`src/rtl/divider_signed.sv`:
```
// Sequential radix-2 signed divider: 2N-bit dividend by N-bit divisor.
// Restoring division on magnitudes, sign-corrected results held until accepted.
module divider_signed #(
    parameter int N = 17
) (
    input  logic             clk,
    input  logic             rst_n,
    input  logic             in_valid,
    output logic             in_ready,
    input  logic [2*N-1:0]   dividend,
    input  logic [N-1:0]     divisor,
    output logic             out_valid,
    input  logic             out_ready,
    output logic [2*N-1:0]   quotient,
    output logic [N-1:0]     remainder,
    output logic             div_by_zero
);

    localparam int W  = 2 * N;
    localparam int CW = $clog2(W);

    typedef enum logic [1:0] {
        IDLE,
        CALC,
        DONE
    } state_t;

    state_t        state;
    logic [W-1:0]  qacc;
    logic [N-1:0]  racc;
    logic [N-1:0]  dmag;
    logic [CW-1:0] cnt;
    logic          negq;
    logic          negr;

    logic [W-1:0]  amag_in;
    logic [N-1:0]  dmag_in;
    logic [N:0]    shifted;
    logic          take;
    logic [W-1:0]  qnext;
    logic [N-1:0]  rnext;

    assign in_ready  = rst_n && (state == IDLE);
    assign out_valid = (state == DONE);

    // Unsigned magnitudes; the most negative values map to 2^(k-1) exactly.
    always_comb begin
        amag_in = dividend[W-1] ? -dividend : dividend;
        dmag_in = divisor[N-1] ? -divisor : divisor;
    end

    // Partial remainder stays below |divisor| <= 2^(N-1), so N bits suffice.
    always_comb begin
        shifted = {racc, qacc[W-1]};
        take    = (shifted >= {1'b0, dmag});
        rnext   = take ? (shifted[N-1:0] - dmag) : shifted[N-1:0];
        qnext   = {qacc[W-2:0], take};
    end

    always_ff @(posedge clk or negedge rst_n) begin
        if (!rst_n) begin
            state       <= IDLE;
            qacc        <= '0;
            racc        <= '0;
            dmag        <= '0;
            cnt         <= '0;
            negq        <= 1'b0;
            negr        <= 1'b0;
            quotient    <= '0;
            remainder   <= '0;
            div_by_zero <= 1'b0;
        end else begin
            unique case (state)
                IDLE: begin
                    if (in_valid) begin
                        qacc <= amag_in;
                        dmag <= dmag_in;
                        racc <= '0;
                        cnt  <= '0;
                        negq <= dividend[W-1] ^ divisor[N-1];
                        negr <= dividend[W-1];
                        if (divisor == '0) begin
                            quotient    <= '0;
                            remainder   <= '0;
                            div_by_zero <= 1'b1;
                            state       <= DONE;
                        end else begin
                            state <= CALC;
                        end
                    end
                end
                CALC: begin
                    qacc <= qnext;
                    racc <= rnext;
                    cnt  <= cnt + CW'(1);
                    if (cnt == CW'(W - 1)) begin
                        quotient    <= negq ? -qnext : qnext;
                        remainder   <= negr ? -rnext : rnext;
                        div_by_zero <= 1'b0;
                        state       <= DONE;
                    end
                end
                DONE: begin
                    if (out_ready) state <= IDLE;
                end
                default: state <= IDLE;
            endcase
        end
    end

endmodule

```
`config.mk`:
```
export PLATFORM = sky130hd
export DESIGN_NAME = divider_signed
export DESIGN_NICKNAME = d
export VERILOG_FILES = /design/src/rtl/divider_signed.sv
export SDC_FILE = /design/constraint.sdc
export NUM_CORES = 1
export LEC_CHECK = 0
export BUFFER_PORTS_ARGS = -buffer_cell sky130_fd_sc_hd__clkbuf_2
export CAP_MARGIN = 40
export CORE_UTILIZATION = 55
export DETAILED_ROUTE_END_ITERATION = 8
export GPL_ROUTABILITY_DRIVEN = 0
export PLACE_DENSITY = 0.89
export SYNTH_ARGS = -nofsm -noshare
export SYNTH_HDL_FRONTEND = slang
export SYNTH_SLANG_ARGS = --single-unit
```
`constraint.sdc`:
```
create_clock -name clk -period 11.9 [get_ports clk]
set_input_delay 0.595 -clock clk [delete_from_list [all_inputs] [get_ports clk]]
set_output_delay 0.595 -clock clk [all_outputs]
set_load 0.01 [all_outputs]
```
# After elaboration in Yosys (flattened, before gate mapping)
# Cells that the tools add are included.
# W data, S select, Z words.
# totals
reg_bits	130
output_inout_bits	54
# classes
n_addsub	6
magnitude_cmp	1
n_eq_ne	7
mux	28
n_bitwise	1
n_reduce_logical	8
# ops
op	n
$mux W34	6
$pmux W34 S2	2
$mux W17	7
$neg A34 Y34	2
$pmux W17 S2	2
$neg A17 Y17	2
$ge A18 B17 Y1	1
$logic_not A17 Y1	1
$sub A17 B17 Y17	1
$pmux W6 S2	1
$mux W2	4
$add A6 B1 Y6 const B	1
$eq A6 B6 Y1 const B	1
$mux W6	1
$pmux W2 S3	1
$ne A2 B1 Y1 const B	2
$ne A2 B2 Y1 const B	2
$reduce_and A2 Y1	2
$reduce_and A4 Y1	1
$mux W1	3
$reduce_and A3 Y1	1
$eq A2 B1 Y1 const B	1
$eq A2 B2 Y1 const B	1
$logic_not A2 Y1	1
4 further kinds	4

# Longest topological paths before layout
# Gate-level depths: netlist (run 1).
# logic_depth
depth_word	6
ltp_mapped	16

# Worst setup path before layout (run 1)
# Ideal clock, no wire load.
# synth_timing
kind	register -> register
startpoint	register qacc[33]
endpoint	register remainder[15]
setup_ps	96
t_arrival_ps	3846
required_time_ps	11804
slack_ps	7959
path_stages_with_launch	14
n_path_buf	0
period_less_slack_ps	3941
cell_sequence	dfrtp_1 -> inv_1 -> ha_1 -> inv_1 -> fa_1 -> a211oi_2 -> o21ai_2 -> xor2_1 -> or4b_1 -> or4_4 -> o41a_4 -> o41ai_1 -> xor2_1 -> o31ai_1
# synth_via
elab_chain_len	6
# synth_lines
element	line_no	rtl
start, declared	29	logic [W-1:0] qacc;
start signal, assigned	76	qacc <= amag_in;
start signal, assigned	93	qacc <= qnext;
$sub A17 B17 Y17 / $ge A18 B17 Y1 (equally long branches)	56, 55	
$mux W17 (*)	56	rnext = take ? (shifted[N-1:0] - dmag) : shifted[N-1:0];
$neg A17 Y17	98	remainder <= negr ? -rnext : rnext;
$mux W17 (*)	98	
$mux W17 (*)	96	if (cnt == CW'(W - 1)) begin
$pmux W17 S2 (*)	73	unique case (state)
end signal, assigned	98	
end, declared	15	output logic [N-1:0] remainder,
# Every way passes the cells marked *; elsewhere a longest branch is shown, timed or not. The select of a mux whose other input is x is not followed.
# A chain may end at the register's enable or synchronous reset.

# Final worst setup path (run 1)
# layout_timing
startpoint	register qacc[33]
endpoint	register quotient[28]
# layout_via
elab_chain_len	5
# layout_lines
element	line_no	rtl
$ge A18 B17 Y1	55	take = (shifted >= {1'b0, dmag});
$neg A34 Y34	97	quotient <= negq ? -qnext : qnext;
$mux W34	97	
$mux W34	96	
$pmux W34 S2	73	
end signal, assigned	97	
end, declared	14	output logic [2*N-1:0] quotient,
# Every way passes these cells. The select of a mux whose other input is x is not followed.

==> results.py, run 1 <==
metrics = {
    "setup_path": {
        "critPathKind": "flip-flop to flip-flop",
        "cp_cell_sequence": "inv_1 > ha_1 > inv_1 > fa_1 > a211oi_2 > o211ai_1 > a21oi_1 > a211o_1 > nand2_1 > buf_4 > inv_2 > ha_1 > nand3_1 > or2_2 > o31ai_1 > xor2_1 > o31ai_1",
        "cp_max_fo": 24,
        "critPathTopFamily": "compound AO/OA/AOI/OAI gates",
        "critPathRequiredTime_ns": 12.18,
        "path_buf_inv": 4,
        "cpPeakStageDelay_ns": 0.44,
        "cp_slowest_cell": "dfrtp_1",
        "critPathLaunchType": "flip-flop",
        "crit_path_end_kind": "flip-flop",
        "crit_arrival_ns": 4.75,
    },
    "logic_synthesis": {
        "synth_common_cells": "dfrtp_1 (130), nand2_1 (129), o21ai_0 (109)",
        "syn_inst": 917,
        "seq_area_frac_synth_pct": 39.4,
        "yosys.cell_count.top_type": "dfrtp_1",
        "ys_ff_latch": 130,
        "synth_top_area_cell": "dfrtp_1",
        "syn_area_um2": 8270,
        "synth_area_leaders": "dfrtp_1 (39%), xor2_1 (8.8%), o21ai_0 (6.6%), nand2_1 (5.9%), o31ai_1 (5.8%)",
        "synth_ff_type": "dfrtp_1",
        "syn_nets": 995,
        "async_flop_share_pct": 100,
        "yosysWarnings": 0,
        "synth_edf_count": 0,
        "yosysTopAreaCellShare_pct": 39.4,
        "synth.avg_cell_area_um2": 9.01,
        "yosysUniqueCellTypes": 68,
    },
    "global_route": {
        "grt_antenna_before_repair": 0,
        "grt_pass1_vias": 7014,
        "grt_pass1_wl_mm": 34.0,
        "grt.total_usage_pct": 27.3,
        "grt_max_degree": 82,
        "overflow": 0,
    },
    "floorplanning": {
        "die_w_um": 125,
        "num_rows": 44,
        "dieArea_um2": 15500,
        "io_pins": 109,
        "start_util_pct": 56.7,
        "die_h_um": 125,
        "core-area_um2": 14600,
    },
    "clocking": {
        "cts_tree": "done",
        "htreeDepth": 4,
        "cts_resized": 0,
        "clkTransAtPathRegs_ns": 0.06,
        "cts-root-buf": "clkbuf_16",
        "clk_path_buf_depth": 2,
        "cts_hold_buf": 0,
        "insertion_delay_ns": 0.43,
        "postCtsSetupRepairBufs": 0,
        "cts_num_sinks": 130,
        "cts_made_buffers": 17,
    },
    "hold_path": {
        "min_path_type": "input port to asynchronous set/reset pin",
    },
    "timing": {
        "finClkSkew_ns": 0.0111,
        "slew_viol_final": 0,
        "hold_violations": 0,
        "period_share_pct": 37.6,
        "setup_viol": 0,
        "finalSetupTns_ns": 0,
        "fin_crit_ns": 4.47,
        "rsz0062_at_grt": "no",
        "worst_slew_pin_slew_ns": 0.777,
        "holdWs_ns": 0.0930,
        "relSlewSlack_pct": 46.7,
        "max_freq_mhz": 224,
    },
    "route": {
        "vias": 7365,
        "finalWirelength_mm": 20.5,
        "via_per_inst": 6.15,
        "route.detailed.drc": 0,
        "ant_nets": 0,
        "wire_per_inst_um": 17.2,
        "first_pass_iters": 5,
        "drtIter0Drc": 641,
    },
    "finish": {
        "final_nets": 1078,
        "drive_gt1_share_pct": 16.9,
        "fin_cells": 1197,
        "antenna_cells": 0,
        "area_delta_synth_final_pct": 14.4,
    },
    "pwr": {
        "peakVddDrop_mv": 0.182,
        "p_leak_nw": 4.38,
        "p_per_area_nw_per_um2": 324,
    },
    "placed_design": {
        "dp.cells": 1165,
        "dpl.hpwl_mm": 14.6,
        "port_buffers": 108,
    },
    "flow_run": {
        "drv_cap": 0,
    },
    "outcome": {
        "run_status": "finished, final reports clean",
    },
}
==> layout by cell type, fill, tap and decap left out, types with 4 or more instances in the layout <==
cell type  netlist  layout
a211oi_1         4       4
a21oi_1         18      18
a22o_1           4       4
a22oi_1         32      32
buf_4            1       8
clkbuf_16        0      17
clkbuf_2         1     107
clkinv_2         0       4
dfrtp_1        130     130
ha_1            22      22
inv_1           31      31
inv_6            0       4
mux2_2           5       5
mux2i_1         17      17
nand2_1        129     128
nand2b_1         7       6
nand3_1         25      25
nand4_1          7       7
nor2_1          30      29
nor2b_1          5       4
nor3_1           7       7
nor4_1           4       4
o211ai_1         4       4
o21ai_0        109     109
o31ai_1         64      64
o41ai_1         10      10
or2_2            4       4
or3_1           25      24
or4_1           15      15
xnor2_1         25      25
xor2_1          83      83
==> stage by stage <==
stage          setup WS (ns)  utilization, %  area, um2  power, mW
2_1_floorplan           7.96               -       8270       2.09
3_3_place_gp            7.61            60.5       8830       2.44
5_1_grt                 7.18            64.8       9460       3.28
6_report                7.43            64.8       9460       3.06
4_1_cts                 7.45            64.8       9460       3.04
3_5_place_dp            7.49            60.8       8880       2.51
==> cell type report <==
cell class	instances	area (um2)
Timing Repair Buffer	117	643
Inverter	32	120
Tap cell	184	230
Clock inverter	15	155
Clock buffer	17	425
Multi-Input combinational cell	702	4630
Fill cell	1150	5130
Sequential cell	130	3250
==> path summary, 6_finish.rpt <==
check                           cells after the start  slack [ns]            to  startpoint
worst max-delay path                               17        7.43  quotient[28]    qacc[33]
worst min-delay path                                1        0.09        cnt[4]       rst_n
worst max register to register                     17        7.43  quotient[28]    qacc[33]
worst min register to register                      2        0.48      dmag[10]    dmag[10]
max in group asynchronous                           2       10.74       racc[4]       rst_n
min in group clk                                    2        0.35      state[1]   out_ready
==> cells by family (layout without fill, tap and decap cells) <==
kind of cell	after synthesis	in the layout	synth area share, %
flip-flops	130	130	39.4
buffers and inverters	85	181	4.83
multiplexers	22	22	2.74
XOR/XNOR	108	108	11.4
AO/OA/AOI/OAI	276	276	22.2
AND/OR/NAND/NOR	273	273	15.9
adder cells (fa/ha/maj)	23	23	3.57
==> state kept, by name, indices dropped and copies added (netlist names) <==
name / cells
qacc: 34
quotient: 34
dmag: 17
racc: 17
remainder: 17
cnt: 6
state: 2
div_by_zero: 1
negq: 1
negr: 1
==> per-layer routing <==
metal / part of all wire [%] / up-vias / GRT usage [%]
met5: 0 / - / 0
met2: 50 / 294 / 47.3
met3: 6.7 / 53 / 4.85
met4: 2.6 / 0 / 11.5
li1: - / 3486 / -
met1: 40 / 3532 / 33.5
==> where the power goes <==
group	internal [mW]	switching, mW
registers	0.627	0.193
clock network	0.309	0.207
logic	0.667	1.06
No activity file was read; power rests on OpenSTA's default activity.
==> run 2, diff against run 1 <==
--- a/config.mk
+++ b/config.mk
@@ -5,12 +5,13 @@
 export SDC_FILE = /design/constraint.sdc
 export NUM_CORES = 1
 export LEC_CHECK = 0
+export ABC_AREA = 1
 export BUFFER_PORTS_ARGS = -buffer_cell sky130_fd_sc_hd__clkbuf_2
 export CAP_MARGIN = 40
-export CORE_UTILIZATION = 55
+export CORE_UTILIZATION = 54
 export DETAILED_ROUTE_END_ITERATION = 8
 export GPL_ROUTABILITY_DRIVEN = 0
-export PLACE_DENSITY = 0.89
+export PLACE_DENSITY = 0.9
 export SYNTH_ARGS = -nofsm -noshare
 export SYNTH_HDL_FRONTEND = slang
 export SYNTH_SLANG_ARGS = --single-unit
==> constraint.sdc (replaced) <==
create_clock -name clk -period 4.1 [get_ports clk]
set_input_delay 0.205 -clock clk [delete_from_list [all_inputs] [get_ports clk]]
set_output_delay 0.205 -clock clk [all_outputs]
set_load 0.01 [all_outputs]
==> run 2 against run 1 <==
Compared with the run above: core utilization decreased by 1.2 points; worst setup slack got worse by 7.0 ns; count of clock-buffer cells in the layout increased by 3; design area increased by 7.3%; critical endpoint is now quotient[30]; largest cell class unchanged.
==> results.py, run 2 <==
metrics = {
    "clocking": {
        "htreeDepth": 4,
        "clk_path_buf_depth": 2,
        "insertion_delay_ns": 0.43,
        "cts_num_sinks": 130,
        "clkTransAtPathRegs_ns": 0.06,
        "cts-root-buf": "clkbuf_16",
        "cts_tree": "done",
        "cts_made_buffers": 17,
    },
    "logic_synthesis": {
        "yosysTopAreaCellShare_pct": 36.7,
        "syn_area_um2": 8870,
        "syn_nets": 1334,
        "synth_top_area_cell": "dfrtp_1",
        "synth.avg_cell_area_um2": 7.06,
        "yosysUniqueCellTypes": 52,
        "seq_area_frac_synth_pct": 36.7,
        "ys_ff_latch": 130,
        "async_flop_share_pct": 100,
        "yosys.cell_count.top_type": "nand2_1",
        "synth_edf_count": 0,
        "syn_inst": 1256,
        "synth_common_cells": "nand2_1 (322), inv_1 (141), dfrtp_1 (130)",
        "synth_area_leaders": "dfrtp_1 (37%), nand2_1 (14%), o21ai_0 (7.0%), inv_1 (6.0%), nor2_1 (5.0%)",
        "yosysWarnings": 0,
        "synth_ff_type": "dfrtp_1",
    },
    "finish": {
        "n_fill_cell": 1345,
        "final_nets": 1431,
        "reg.largest.list": "qacc x34, quotient x34",
        "antenna_cells": 0,
        "final_cell_mix": "nand2_1 (321), inv_1 (141), dfrtp_1 (130), o21ai_0 (123), nor2_1 (116)",
        "area_delta_synth_final_pct": 14.4,
        "final_common_cell": "nand2_1",
        "finalInstanceArea_um2": 10100,
        "drive_gt1_share_pct": 15.4,
    },
    "floorplanning": {
        "num_rows": 46,
        "core-area_um2": 15900,
        "dieArea_um2": 16900,
        "io_pins": 109,
        "die_w_um": 130,
        "start_util_pct": 55.7,
        "die_h_um": 130,
    },
    "timing": {
        "setup_viol": 0,
        "rsz0062_at_grt": "no",
        "finalSetupTns_ns": 0,
        "period_share_pct": 89.8,
        "finClkSkew_ns": 0.00805,
        "worst_slew_pin_slew_ns": 0.852,
        "slew_viol_final": 0,
        "hold_violations": 0,
        "max_freq_mhz": 272,
        "relSlewSlack_pct": 43.1,
        "fin_crit_ns": 3.68,
    },
    "route": {
        "drt-met1-wl_mm": 10.3,
        "vias": 9065,
        "finalWirelength_mm": 25.0,
        "drtIter0Drc": 938,
        "ant_nets": 0,
        "via_per_inst": 5.73,
        "first_pass_iters": 6,
        "route.detailed.drc": 0,
        "wl_met2_mm": 11.3,
        "wire_per_inst_um": 15.8,
        "top_layer": "met4",
        "wl_met3_mm": 2.72,
    },
    "pwr": {
        "peakVddDrop_mv": 0.518,
        "p_leak_nw": 5.15,
        "p_per_area_nw_per_um2": 995,
    },
    "setup_path": {
        "critPathRequiredTime_ns": 4.47,
        "critPathLaunchType": "flip-flop",
        "critPathKind": "flip-flop to flip-flop",
        "cp_max_fo": 28,
        "crit_arrival_ns": 4.05,
        "crit_path_end_kind": "flip-flop",
    },
    "global_route": {
        "grt_pass1_wl_mm": 40.5,
        "grt.total_usage_pct": 30.9,
        "grt_pass1_vias": 8435,
        "overflow": 0,
        "grt_max_degree": 62,
        "grt_antenna_before_repair": 0,
    },
    "placed_design": {
        "postPlaceCellArea_um2": 9590,
        "port_buffers": 108,
        "dpl.hpwl_mm": 18.5,
    },
    "hold_path": {
        "min_path_type": "input port to flip-flop",
    },
    "flow_run": {
        "drv_cap": 0,
    },
    "outcome": {
        "run_status": "finished, final reports clean",
    },
}
[run 2: cell count changes in the layout (fill, tap and decap cells not counted), moves of 18 or more]
cell / before / now
inv_1: 31 / 141
nand2_1: 128 / 321
o21ai_1: 0 / 19
xor2_1: 83 / 44
nand3_1: 25 / 70
or3_1: 24 / 0
nand2_2: 1 / 19
o31ai_1: 64 / 5
nor2_1: 29 / 116
[run 2: critical path, stage by stage (launching register included)]
cell,delay [ns]
dfrtp_1,0.39
inv_1,0.10
ha_1,0.15
inv_1,0.08
fa_1,0.44
nand3_1,0.15
nand3_2,0.11
nand2_2,0.13
nand2_8,0.16
inv_4,0.15
ha_1,0.15
inv_1,0.06
nor3_2,0.15
nand2_1,0.10
nor2_1,0.09
nand2_1,0.10
nor2_2,0.13
nand2_1,0.09
o21ai_1,0.18
o21ai_1,0.13
nor2_1,0.19
o21ai_1,0.10
a21oi_1,0.14
o21ai_0,0.09
nand2_1,0.06
[run 2: through the flow]
stage / hold slack (ns) / util [%] / setup slack, ns / total power [mW] / cells
2_1_floorplan: -0.0906 / - / 0.848 / 6.84 / 1256
3_3_place_gp: 0.322 / 60.0 / 0.527 / 8.23 / 1548
3_5_place_dp: 0.325 / 60.1 / 0.347 / 8.47 / 1549
4_1_cts: 0.0669 / 63.6 / 0.296 / 9.91 / 1581
5_1_grt: 0.102 / 63.7 / 0.0251 / 10.9 / 1581
6_report: 0.0770 / 63.7 / 0.419 / 10.1 / 1581
[run 2: report_power, final]
| group | total [mW] | internal (mW) | switching, mW | leakage, nW |
|---|---|---|---|---|
| clock network | 1.38 | 0.801 | 0.581 | 0.251 |
| registers | 2.43 | 1.83 | 0.594 | 1.66 |
| logic | 6.29 | 2.02 | 4.27 | 3.24 |
| total | 10.1 | 4.65 | 5.45 | 5.15 |
[run 2: path summary, 6_finish.rpt]
kind                             start            to  slack (ns)  cells past startpoint
max                           qacc[33]  quotient[30]        0.42                     24
min                           in_valid      state[0]        0.08                      3
max reg2reg                   qacc[33]  quotient[30]        0.42                     24
min reg2reg                quotient[3]   quotient[3]        0.48                      2
max in group asynchronous        rst_n  remainder[8]        2.63                      3
min in group asynchronous        rst_n       dmag[1]        0.40                      2
[run 2: logic make-up (layout without fill, tap and decap cells)]
family / Yosys count / in the layout / share of synthesized area, %
compound gates: 240 / 240 / 15.4
buf+inv: 197 / 306 / 8.77
xor+xnor: 58 / 58 / 5.72
simple gates: 607 / 607 / 30.0
flops: 130 / 130 / 36.7
fa+ha+maj: 23 / 23 / 3.33
mux: 1 / 1 / 0.113
[run 2: cell type report]
type                            count  area, um2  share of cell area (%)
Clock buffer                       20        457                    4.50
Clock inverter                     11       82.6                   0.814
Inverter                          156        588                    5.79
Multi-Input combinational cell    929       4860                    47.9
Sequential cell                   130       3250                    32.1
Tap cell                          216        270                    2.66
Timing Repair Buffer              119        641                    6.31
[run 2: layer usage]
metal | vias to the layer above | GRT usage (%)
li1 | 4293 | -
met1 | 4172 | 40.7
met2 | 530 | 48.4
met3 | 70 | 6.85
met4 | 0 | 14.7
met5 | - | 0
[run 2: what timing repair did]
action                                  in CTS  in global routing
endpoints found under the hold margin       58                  0
buffers inserted                             0                  0
gates resized for setup                      0                  4
hold buffers                                 1                  0
endpoints found under the setup margin       0                  4
==> run 3, diff against run 2 <==
--- a/config.mk
+++ b/config.mk
@@ -8,10 +8,10 @@
 export ABC_AREA = 1
 export BUFFER_PORTS_ARGS = -buffer_cell sky130_fd_sc_hd__clkbuf_2
 export CAP_MARGIN = 40
-export CORE_UTILIZATION = 54
+export CORE_UTILIZATION = 55
 export DETAILED_ROUTE_END_ITERATION = 8
 export GPL_ROUTABILITY_DRIVEN = 0
-export PLACE_DENSITY = 0.9
+export PLACE_DENSITY = 0.88
 export SYNTH_ARGS = -nofsm -noshare
 export SYNTH_HDL_FRONTEND = slang
 export SYNTH_SLANG_ARGS = --single-unit
==> constraint.sdc (replaced) <==
create_clock -name clk -period 3.6 [get_ports clk]
set_input_delay 0.18 -clock clk [delete_from_list [all_inputs] [get_ports clk]]
set_output_delay 0.18 -clock clk [all_outputs]
set_load 0.01 [all_outputs]
==> run 3 against run 2 <==
Compared with the run above: count of clock-buffer cells in the layout up 4; clock power up 33%; sequential power grew 13%; core utilization is 1.3 points higher; global-route usage increased by 0.86 points; largest cell class unchanged; largest power group unchanged; critical path depth down 2; via count rose by 0.47%; total power rose by 17%.
==> results.py, run 3 (synthesis gave the netlist of run 2 again) <==
metrics = {
    "setup_path": {
        "worstSetupStartpoint": "racc[14]",
        "cp.depth": 22,
        "cpPeakStageDelay_ns": 0.40,
        "rr_worst_depth": 22,
        "crit_arrival_ns": 3.55,
        "cp_cell_sequence": "ha_1 > nand2_1 > nand2_1 > a21oi_2 > nand2_2 > nor2_4 > nand2_8 > inv_4 > ha_1 > inv_1 > nor3_2 > nand2_1 > nor2_1 > nand2_1 > nor2_2 > nand2_1 > o21ai_2 > o21ai_2 > nor2_2 > o21ai_1 > o21ai_0 > nand2_1",
        "critPathRequiredTime_ns": 3.91,
        "critPathKind": "flip-flop to flip-flop",
        "cp_max_fo": 4,
        "path_buf_inv": 2,
        "critPathTopFamily": "simple AND/OR/NAND/NOR gates",
        "reg2reg_slack_ns": 0.36,
        "cp_slowest_cell": "dfrtp_1",
        "crit_path_frequent_cell": "nand2_1",
        "crit_path_end_kind": "flip-flop",
        "critPathLaunchType": "flip-flop",
        "r2r_start": "racc[14]",
    },
    "clocking": {
        "insertion_delay_ns": 0.43,
        "htreeDepth": 4,
        "cts-root-buf": "clkbuf_16",
        "cts_made_buffers": 17,
        "clk_path_buf_depth": 2,
        "cts_tree": "done",
        "cts_num_sinks": 130,
        "clkTransAtPathRegs_ns": 0.06,
    },
    "placed_design": {
        "port_buffers": 108,
        "dpl.hpwl_mm": 18.1,
    },
    "finish": {
        "n_fill_cell": 1322,
        "reg.largest.list": "qacc x34, quotient x34",
        "drive_gt1_share_pct": 15.8,
        "final_cell_mix": "nand2_1 (322), inv_1 (141), dfrtp_1 (130), o21ai_0 (123), nor2_1 (115)",
        "final_common_cell": "nand2_1",
        "antenna_cells": 0,
        "final_nets": 1435,
        "area_delta_synth_final_pct": 15.9,
    },
    "pwr": {
        "swShare_pct": 52.4,
        "finalPower_mw": 11.8,
        "p_int_mw": 5.63,
        "clkPwrFrac_pct": 15.6,
        "p_leak_nw": 5.22,
        "peakVddDrop_mv": 0.642,
        "p_switching_mw": 6.19,
        "power_frac_seq_pct": 23.2,
        "p_per_area_nw_per_um2": 1150,
        "p_comb_share_pct": 61.2,
    },
    "global_route": {
        "use_met1_pct": 43.4,
        "grt-busiest-layer": "met2",
        "grt.total_usage_pct": 31.8,
        "use_met2_pct": 47.7,
        "grt_max_degree": 61,
        "overflow": 0,
        "grt_pass1_vias": 8347,
        "met3_usage_pct": 6.19,
        "grt_antenna_before_repair": 0,
        "grt_pass1_wl_mm": 40.8,
    },
    "hold_path": {
        "min_path_type": "input port to flip-flop",
        "hold_path_depth": 3,
        "hold_start": "dividend[30]",
    },
    "floorplanning": {
        "num_rows": 46,
        "die_h_um": 129,
        "io_pins": 109,
        "die_w_um": 129,
        "start_util_pct": 56.1,
        "core-area_um2": 15800,
        "dieArea_um2": 16600,
    },
    "route": {
        "first_pass_iters": 6,
        "vias": 9108,
        "wire_per_inst_um": 16.0,
        "route.detailed.drc": 0,
        "drtIter0Drc": 914,
        "via_per_inst": 5.74,
        "finalWirelength_mm": 25.4,
        "ant_nets": 0,
    },
    "timing": {
        "max_freq_mhz": 308,
        "rsz0062_at_grt": "no",
        "hold_violations": 0,
        "fin_crit_ns": 3.24,
        "worst_slew_pin_slew_ns": 0.883,
        "setup_viol": 0,
        "relSlewSlack_pct": 41.0,
        "slew_viol_final": 0,
        "finalSetupTns_ns": 0,
        "period_share_pct": 90.1,
        "finClkSkew_ns": 0.00801,
    },
    "outcome": {
        "run_status": "finished, final reports clean",
    },
    "flow_run": {
        "drv_cap": 0,
    },
}
[run 3: metal layers]
metal	wire (um)	vias to the layer above
li1	-	4309
met1	10700	4212
met2	11200	496
met3	2500	91
met4	1050	0
met5	0	-
[run 3: worst paths after layout]
check,end
min in group asynchronous,quotient[16]
max in group asynchronous,qacc[29]
worst min-delay path,qacc[30]
worst max-delay path,quotient[30]
worst min register to register,remainder[14]
worst max register to register,quotient[30]
[run 3: cell type report]
class / count / area, um2 / area share, %
well taps: 216 / 270 / 2.63
inverters: 156 / 588 / 5.72
flip-flops and latches: 130 / 3250 / 31.6
clock buffers: 24 / 472 / 4.59
repair buffers: 123 / 671 / 6.52
multi-input cells: 929 / 4880 / 47.5
clock inverters: 8 / 151 / 1.47
[run 3: stage by stage]
stage	instance area, um2	util (%)	setup WS [ns]	hold slack [ns]	instances
final	10300	65.0	0.357	0.0505	1586
after global routing	10300	65.0	0.0176	0.0469	1586
after CTS	10300	64.8	0.0663	0.0426	1586
after detailed placement	9620	60.8	0.104	0.132	1553
after global placement	9600	60.6	0.194	0.134	1552
after floorplan	8870	-	0.348	-0.116	1256
[run 3: what timing repair did]
action / CTS / global route
gates resized for setup: 0 / 10
hold buffers: 1 / 0
endpoints found under the setup margin: 0 / 5
buffers inserted: 0 / 0
endpoints found under the hold margin: 24 / 0
[run 3: worst reg2reg max path, stage by stage, from the launching register on]
cell	delay, ns
dfrtp_1	0.40
ha_1	0.37
nand2_1	0.10
nand2_1	0.11
a21oi_2	0.19
nand2_2	0.09
nor2_4	0.17
nand2_8	0.07
inv_4	0.05
ha_1	0.13
inv_1	0.06
nor3_2	0.13
nand2_1	0.10
nor2_1	0.09
nand2_1	0.09
nor2_2	0.13
nand2_1	0.10
o21ai_2	0.17
o21ai_2	0.10
nor2_2	0.15
o21ai_1	0.09
o21ai_0	0.18
nand2_1	0.07
[run 3: power groups by stage]
stage | logic [mW] | clock network [mW] | registers (mW)
floorplan | 5.20 | 0 | 2.59
global placement | 6.67 | 0 | 2.69
detailed placement | 6.93 | 0 | 2.72
CTS | 7.04 | 1.85 | 2.70
global route | 8.06 | 1.91 | 2.80
finish | 7.22 | 1.84 | 2.75
